`src/rtl/bcd_seq_conv.sv`:
```
// Sequential shift-and-add-3 binary-to-BCD converter with start/done handshake.
// Converts one input bit per clock; published digits hold until the next result.
module bcd_seq_conv #(
    parameter int N = 13,
    parameter int D = 4
) (
    input  logic         clk,
    input  logic         rst,
    input  logic         start,
    input  logic [N-1:0] bin_in,
    output logic [3:0]   one,
    output logic [3:0]   ten,
    output logic [3:0]   hundred,
    output logic [3:0]   thousand,
    output logic         busy,
    output logic         done,
    output logic         ovf
);

    localparam int CW = $clog2(N + 1);

    typedef enum logic [1:0] {
        IDLE = 2'd0,
        CONV = 2'd1,
        DONE = 2'd2
    } state_t;

    state_t           state_q, state_d;
    logic [N-1:0]     bin_q, bin_d;
    logic [4*D-1:0]   bcd_q, bcd_d;
    logic             sovf_q, sovf_d;
    logic [CW-1:0]    cnt_q, cnt_d;
    logic [15:0]      dig_q, dig_d;
    logic             ovf_q, ovf_d;
    logic             done_q, done_d;
    logic [4*D-1:0]   adj;
    logic             carry;

    // Every digit >= 5 is bumped by 3 so that the following shift never leaves a digit above 9.
    function automatic logic [4*D-1:0] add3(input logic [4*D-1:0] s);
        logic [4*D-1:0] r;
        r = s;
        for (int i = 0; i < D; i++) begin
            if (s[4*i +: 4] >= 4'd5) begin
                r[4*i +: 4] = s[4*i +: 4] + 4'd3;
            end
        end
        return r;
    endfunction

    always_ff @(posedge clk or negedge rst) begin
        if (!rst) begin
            state_q <= IDLE;
            bin_q   <= '0;
            bcd_q   <= '0;
            sovf_q  <= 1'b0;
            cnt_q   <= '0;
            dig_q   <= '0;
            ovf_q   <= 1'b0;
            done_q  <= 1'b0;
        end else begin
            state_q <= state_d;
            bin_q   <= bin_d;
            bcd_q   <= bcd_d;
            sovf_q  <= sovf_d;
            cnt_q   <= cnt_d;
            dig_q   <= dig_d;
            ovf_q   <= ovf_d;
            done_q  <= done_d;
        end
    end

    always_comb begin
        state_d = state_q;
        bin_d   = bin_q;
        bcd_d   = bcd_q;
        sovf_d  = sovf_q;
        cnt_d   = cnt_q;
        dig_d   = dig_q;
        ovf_d   = ovf_q;
        done_d  = 1'b0;
        adj     = add3(bcd_q);
        carry   = 1'b0;
        case (state_q)
            IDLE: begin
                if (start) begin
                    bin_d   = bin_in;
                    bcd_d   = '0;
                    sovf_d  = 1'b0;
                    cnt_d   = CW'(N);
                    state_d = CONV;
                end
            end
            CONV: begin
                {carry, bcd_d} = {adj, bin_q[N-1]};
                bin_d  = bin_q << 1;
                sovf_d = sovf_q | carry;
                cnt_d  = cnt_q - 1'b1;
                if (cnt_q == CW'(1)) begin
                    state_d = DONE;
                end
            end
            DONE: begin
                // Saturate to all nines when the value did not fit in D digits.
                if (sovf_q) begin
                    dig_d = {4{4'h9}};
                    ovf_d = 1'b1;
                end else begin
                    dig_d = 16'(bcd_q);
                    ovf_d = 1'b0;
                end
                done_d  = 1'b1;
                state_d = IDLE;
            end
            default: state_d = IDLE;
        endcase
    end

    assign one      = dig_q[3:0];
    assign ten      = dig_q[7:4];
    assign hundred  = dig_q[11:8];
    assign thousand = dig_q[15:12];
    assign busy     = (state_q != IDLE);
    assign done     = done_q;
    assign ovf      = ovf_q;

endmodule
```
`config.mk`:
```
export PLATFORM = sky130hd
export DESIGN_NAME = bcd_seq_conv
export DESIGN_NICKNAME = d
export VERILOG_FILES = /design/src/rtl/bcd_seq_conv.sv
export SDC_FILE = /design/constraint.sdc
export NUM_CORES = 1
export LEC_CHECK = 0
export ABC_AREA = 1
export CAP_MARGIN = 5
export CORE_ASPECT_RATIO = 0.75
export CORE_MARGIN = 2
export CORE_UTILIZATION = 40
export CTS_CLUSTER_DIAMETER = 40
export DETAILED_ROUTE_END_ITERATION = 10
export PLACE_DENSITY_LB_ADDON = 0.08
export REMOVE_ABC_BUFFERS = 1
export SETUP_SLACK_MARGIN = 0.1
export SLEW_MARGIN = 30
export SYNTH_ARGS = -nofsm -noshare
export SYNTH_HDL_FRONTEND = slang
export SYNTH_SLANG_ARGS = --single-unit
```
`constraint.sdc`:
```
create_clock -name clk -period 1.6 [get_ports clk]
set_input_delay 0.32 -clock clk [delete_from_list [all_inputs] [get_ports clk]]
set_output_delay 0.32 -clock clk [all_outputs]
set_load 0.05 [all_outputs]
```
[Word level (Yosys, flattened, before mapping)]
Index checks and enable logic that the tools add are counted.
Storage, ports and cells
  register bits after elaboration: 54
  latch bits: 0
  bits in writable memories: 0
  bits in read-only memories: 0
  memories: 0
Operators by class
  $add $sub $neg: 5
  multiply operators: 0
  div/mod/pow operators: 0
  magnitude comparators: 4
  equality and inequality tests: 5
  shift-type cells: 0
  mux-type cells: 18
  bitwise logic cells: 1
  reductions and logical operators: 5
Operators with widths (count)
  $mux W16: 2
  $pmux W16 S2: 1
  $pmux W13 S2: 1
  $mux W4: 5
  $add A4 B2 Y4 const B: 4
  $ge A4 B3 Y1 const B: 4
  $mux W13: 1
  $pmux W4 S2: 1
  $eq A4 B1 Y1 const B: 1
  $mux W2: 2
  $ne A2 B2 Y1 const B: 2
  $pmux W2 S2: 1
  $reduce_and A2 Y1: 2
  $reduce_bool A2 Y1: 2
  $sub A4 B1 Y4 const B: 1
  $mux W1: 3
  $eq A2 B1 Y1 const B: 1
  $eq A2 B2 Y1 const B: 1
  $logic_not A2 Y1: 1
  $pmux W1 S2: 1
  $or A1 B1 Y1: 1

[Depth between registers and ports, before layout]
Gate-level depths: netlist (run 1).
  word-level depth: 4
  depth in mapped cells: 8
  depth with buffers taken out: 8

[Worst setup path before layout (run 1)]
No wires, ideal clock.
  kind: register to register
  from: reg bcd_q[12]
  to: reg sovf_q
  library setup time: 126 ps
  arrival: 1025 ps
  required time: 1474 ps
  path slack: 449 ps
  stages on the path, launching flop included: 8
  buffers on the path: 0
  clock period less this slack: 1151 ps
  cells stage by stage: dfrtp_1 > inv_1 > ha_1 > inv_1 > nand2_1 > nand3_1 > nand2_1 > o21ai_0
Between the ends
  longest elaborated chain between the ends: 4
Ends and longest elaborated chain
  from (decl): RTL line 30  | logic [4*D-1:0] bcd_q, bcd_d;
  from (signal assigned): RTL line 55  | bcd_q <= '0;
  from (signal assigned): RTL line 64  | bcd_q <= bcd_d;
  $add A4 B2 Y4 / $ge A4 B3 Y1 (equally long branches): RTL line 45, 44
  $mux W4 (*): RTL line 44  | if (s[4*i +: 4] >= 4'd5) begin
  $or A1 B1 Y1 (*): RTL line 97  | sovf_d = sovf_q | carry;
  $pmux W1 S2 (*): RTL line 84  | case (state_q)
  to (signal assigned): RTL line 65  | sovf_q <= sovf_d;
  to (decl): RTL line 31  | logic sovf_q, sovf_d;
Every way passes the cells marked *; elsewhere a longest branch is shown, timed or not.
A chain may end at the register's enable or synchronous reset.

[Final worst setup path (run 1)]
  from: reg state_q[0]
  to: out busy
Between the ends
  longest elaborated chain between the ends: 1
Ends and longest elaborated chain
  from (decl): RTL line 28  | state_t state_q, state_d;
  from (signal assigned): RTL line 62  | state_q <= state_d;
  $reduce_bool A2 Y1: RTL line 123  | assign busy = (state_q != IDLE);
  to (decl): RTL line 15  | output logic busy,
Every way passes these cells.

==> results of run 1 <==
==> power by group <==
group | total [mW] | internal, mW | switching, mW | leakage, nW
Combinational | 3.02 | 1.08 | 1.94 | 0.834
Clock | 0.786 | 0.351 | 0.435 | 0.0482
Sequential | 2.28 | 1.91 | 0.374 | 0.664
==> worst register-to-register path, cell delays in order, from the launching register on <==
cell,delay [ns]
dfrtp_1,0.46
nor2_2,0.16
inv_2,0.14
nor2_8,0.22
inv_2,0.15
o21ai_1,0.14
==> cell type report <==
cell class,count,area [sq um],area share (%)
multi-input cells,216,1050,33.6
repair buffers,44,413,13.3
clock inverters,1,5.00,0.161
flip-flops and latches,54,1350,43.4
clock buffers,7,86.3,2.77
inverters,29,110,3.54
well taps,81,101,3.25
==> layer usage <==
metal	vias to the layer above	share of wire, %	global-route usage, %
met5	-	0	0
met4	0	0.50	3.60
met3	2	3.9	4.10
met2	39	45	28.9
met1	983	50	23.1
li1	1075	-	-
==> cells by family (layout without fill, tap and decap cells) <==
| group | Yosys count | in the layout | share of synthesized area, % |
|---|---|---|---|
| DFF | 54 | 54 | 52.7 |
| AOI/OAI and AO/OA | 35 | 35 | 7.17 |
| and+or+nand+nor | 171 | 171 | 28.8 |
| buffers and inverters | 37 | 81 | 6.49 |
| adders and majority gates | 10 | 10 | 4.88 |
==> placed cells by master (no fill, tap or decap) <==
master	instances
a21oi_1	8
buf_12	4
buf_2	1
buf_4	25
clkbuf_1	1
clkbuf_8	6
clkdlybuf4s50_1	14
clkinv_2	2
dfrtp_1	54
ha_1	10
inv_1	25
inv_2	3
nand2_1	108
nand2_2	2
nand3_1	32
nand3b_1	1
nand4_1	8
nor2_1	16
nor2_2	1
nor2_4	1
nor2_8	1
nor3_1	1
o21ai_0	15
o21ai_1	8
o21bai_1	3
o22ai_1	1
==> sequential cells by signal (all words and copies together), names as in the netlist <==
signal   count
bcd_q       16
state_q      2
sovf_q       1
dig_q       16
cnt_q        4
bin_q       13
ovf          1
done         1
==> worst max path at each step <==
stage | from | endpoint | slack [ns] | depth (start not counted)
final | state_q[0] | busy | 0.17 | 3
after global routing | state_q[0] | busy | 0.11 | 3
after CTS | state_q[0] | busy | 0.15 | 3
after detailed placement | start | bin_q[10] | 0.08 | 7
after global placement | start | bcd_q[8] | 0.10 | 6
after floorplan | state_q[0] | dig_q[13] | 0.29 | 5
==> metrics by stage <==
stage	hold WS, ns	util [%]	instance area, sq um
after global routing	0.0105	49.8	3110
after detailed placement	0.343	48.3	3020
after CTS	0.0111	49.8	3110
after floorplan	0.0244	-	2510
final	-0.00634	49.8	3110
after global placement	0.343	48.3	3020
==> metrics.csv, run 1 <==
metric;value;unit
status;finished, violations left;
failing checks;hold timing;
fraction of layout cells with a size suffix above 1;13.1;%
synth warn;0;
CP endpoint kind;output port;
Setup Fix Bufs, Post-CTS;0;
Post-Layout Cell Count;432;
Tmin final;1.43;ns
Hold Fails Final Rpt;8;
DR iter-0 viols;79;
Synth-to-Final Area Change;21.4;%
VDD IR max;558;uV
first-pass GRT wire length;9.46;mm
post-synthesis sequential area ratio;52.7;%
die area;7080;sq um
R2R depth;5;
Max Cap Viol;0;
CP Launch Type;flip-flop;
GRT overflow;0;
initial core utilization;41.0;%
share of the synthesized area in the top cell type;52.7;%
Slew headroom;80.0;%
Num CTS Buffers;5;
Setup TNS Final;0;ns
RSZ-0062 raised after global routing;false;
Bufs and invs on worst path;2;
wire per inst;12.4;um
Slew Limit Fails;0;
slack of the worst reg-to-reg path;0.27;ns
CTS tree;built;
IO buf count;34;
Final Skew;0.00513;ns
biggest area consumer among synthesized cells;dfrtp_1;
H-tree Lvls;2;
post-route setup slack;0.168;ns
synthesized instance count;307;
PD cells;1950;nW/um^2
most common cell in the netlist;nand2_1;
Final period util;89.5;%
Rows;25;
post_cts resized;0;
Worst R2R Start;state_q[0];
vias in the first global route;2071;
RR Endpoint;dig_q[1];
FMAX;698;MHz
synthesized area;2560;sq um
area of the core;6260;sq um
Final Setup Violations;0;
Critical Path AT;1.11;ns
Skew-Pair Late Insertion Delay;0.30;ns
final total power;6.08;mW
worst slew pin tran;0.300;ns
drc violations;0;
aggregate global-route resource usage;17.3;%
drt via density;4.86;
Clock Sinks;54;
GP Congestion;0.817;
via count;2099;
slowest stage delay, CP;0.46;ns
Hold Slack;-0.00634;ns
total wire length;5.37;mm
Synth Register Bits;54;
EDFF count, synth;0;
Setup Crit Path Kind;flip-flop to output port;
most frequent cells after synthesis;108 x nand2_1, 54 x dfrtp_1, 32 x nand3_1;
hold bufs inserted after CTS;0;
Distinct cells, synth;23;
DP Worst Slack;0.0774;ns
DP Wirelength;3.74;mm
Top FF cell, synth;dfrtp_1;
Largest delay share family, worst path;flip-flops;
# IOs;35;
Nets;376;
clk slew on worst S/H paths;0.09;ns
Leakage;1.55;nW
CP Cell Sequence;nor2_1 > inv_1 > buf_12;
Die Ht;73.4;um
fill count;635;
Initial DRT Pass Iterations;4;
Tightest Hold Check Type;input pin to async pin;
Mapped Avg Cell Area;8.35;sq um
main area contributors after synthesis;dfrtp_1 53%, nand2_1 16%, nand3_1 6.2%;
Critical-path top delay cell;dfrtp_1;
CTS Buffer Depth;2;
root buf cell;clkbuf_8;
Post-DRT Antenna Nets;0;
placed cell count;424;
largest net degree at the start of global routing;55;
initial antenna violation count;0;
n_diodes;0;
die width;96.5;um
crit-path max FO;4;
asr flop ratio synth;100;%
WP data required;1.28;ns
(Power assumes the default switching activity.)
==> run 2: changes to the inputs <==
CTS_BUF_LIST = sky130_fd_sc_hd__clkbuf_4 sky130_fd_sc_hd__clkbuf_8   (was not set)
==> run 2 against run 1 <==
The run still ends with hold timing left. First-iteration DRC count up 11%. Cell count unchanged. Non-clock buffer count unchanged. Sequential power about the same. Count of clock-buffer cells in the layout unchanged. Combinational power about the same. Sequential share of layout area down 0.052 points. Worst setup slack about the same. Utilization up 0.060 points. Critical endpoint unchanged. Highest routed layer unchanged.
==> metrics.csv, run 2 (same netlist as run 1, synthesis figures left out) <==
metric;value;unit
commonest non-fill, non-tap cells in the layout;108 x nand2_1, 54 x dfrtp_1, 32 x nand3_1, 25 x inv_1, 25 x buf_4;
crit-path max FO;4;
DP Worst Slack;0.0774;ns
slowest stage delay, CP;0.46;ns
aggregate global-route resource usage;17.3;%
Die Ht;73.4;um
post-route setup slack;0.168;ns
die area;7080;sq um
Bufs and invs on worst path;2;
Util after Layout;49.8;%
failing checks;hold timing;
CP endpoint kind;output port;
CTS Buffer Depth;2;
Max Cap Viol;0;
WP data required;1.28;ns
slack of the worst reg-to-reg path;0.27;ns
Cell Area, Placed;3020;sq um
RR Endpoint;dig_q[1];
hold bufs inserted after CTS;0;
Tightest Hold Check Type;input pin to async pin;
Synth-to-Final Area Change;21.6;%
area of the core;6260;sq um
via count;2081;
fill count;635;
Setup Crit Path Kind;flip-flop to output port;
wire per inst;12.3;um
Critical-path top delay cell;dfrtp_1;
GRT overflow;0;
Critical Path AT;1.11;ns
first-pass GRT wire length;9.45;mm
Num CTS Buffers;5;
Setup Fix Bufs, Post-CTS;0;
Setup TNS Final;0;ns
Final period util;89.5;%
Hold Slack;-0.00503;ns
Stages on worst setup path;3;
n_diodes;0;
post-route cell area;3120;sq um
CP Launch Type;flip-flop;
die width;96.5;um
CP Cell Sequence;nor2_1 > inv_1 > buf_12;
Skew-Pair Late Insertion Delay;0.30;ns
post_cts resized;0;
root buf cell;clkbuf_8;
R2R depth;5;
Setup crit end;busy;
vias in the first global route;2067;
commonest non-fill, non-tap cell in the layout;nand2_1;
Worst setup startpoint;state_q[0];
drt via density;4.82;
Top Registers;bcd_q: 16 flops, dig_q: 16 flops, bin_q: 13 flops;
GP Congestion;0.817;
FMAX;698;MHz
Hold Fails Final Rpt;8;
Clock Sinks;54;
DP Wirelength;3.74;mm
Slew Limit Fails;0;
clk slew on worst S/H paths;0.09;ns
IO buf count;34;
# IOs;35;
PD cells;1950;nW/um^2
initial core utilization;41.0;%
drc violations;0;
Largest delay share family, worst path;flip-flops;
H-tree Lvls;2;
RSZ-0062 raised after global routing;false;
Leakage;1.55;nW
total wire length;5.33;mm
DR iter-0 viols;88;
Rows;25;
Final Setup Violations;0;
Post-DRT Antenna Nets;0;
largest net degree at the start of global routing;55;
Slew headroom;80.3;%
CTS tree;built;
fraction of layout cells with a size suffix above 1;13.4;%
Nets;376;
Tmin final;1.43;ns
status;finished, violations left;
VDD IR max;574;uV
Final Skew;0.00328;ns
worst slew pin tran;0.295;ns
initial antenna violation count;0;
Initial DRT Pass Iterations;4;
Worst R2R Start;state_q[0];
-- run 2: cell count changes in the layout (fill, tap and decap cells not counted) --
cell      before  now
clkbuf_1       1    0
clkbuf_4       0    1
-- run 2: layout make-up --
class | count | area (sq um) | share of cell area (%)
clock buffer | 7 | 90.1 | 2.89
clock inverter | 1 | 5.00 | 0.161
inverter | 29 | 110 | 3.53
multi-input combinational | 216 | 1050 | 33.6
sequential | 54 | 1350 | 43.3
tap | 81 | 101 | 3.25
timing repair buffer | 44 | 413 | 13.2
-- run 2: metrics by stage --
step	hold WS [ns]	cells	power [mW]
after floorplan	0.0244	299	4.34
after CTS	0.0111	432	6.19
after detailed placement	0.343	424	5.36
after global placement	0.343	424	5.33
after global routing	0.0105	432	6.68
final	-0.00503	432	6.09
-- run 2: routing by layer --
metal,part of all wire (%),global-route usage [%],up-vias
met5,0,0,-
met4,0.51,3.60,0
met3,3.8,4.10,2
met2,46,28.9,35
met1,50,23.1,969
li1,-,-,1075
-- run 2: worst min path at each step --
stage / from / end / slack (ns) / depth (start not counted)
final: rst / dig_q[3] / -0.005 / 2
after global routing: rst / dig_q[2] / 0.01 / 2
after CTS: rst / dig_q[2] / 0.01 / 2
after detailed placement: rst / dig_q[2] / 0.34 / 2
after global placement: rst / dig_q[2] / 0.34 / 2
after floorplan: rst / bcd_q[0] / 0.02 / 0
-- run 2: power by group --
group	total (mW)	internal [mW]	switching, mW
logic	3.01	1.08	1.93
clock network	0.800	0.368	0.432
registers	2.28	1.91	0.373
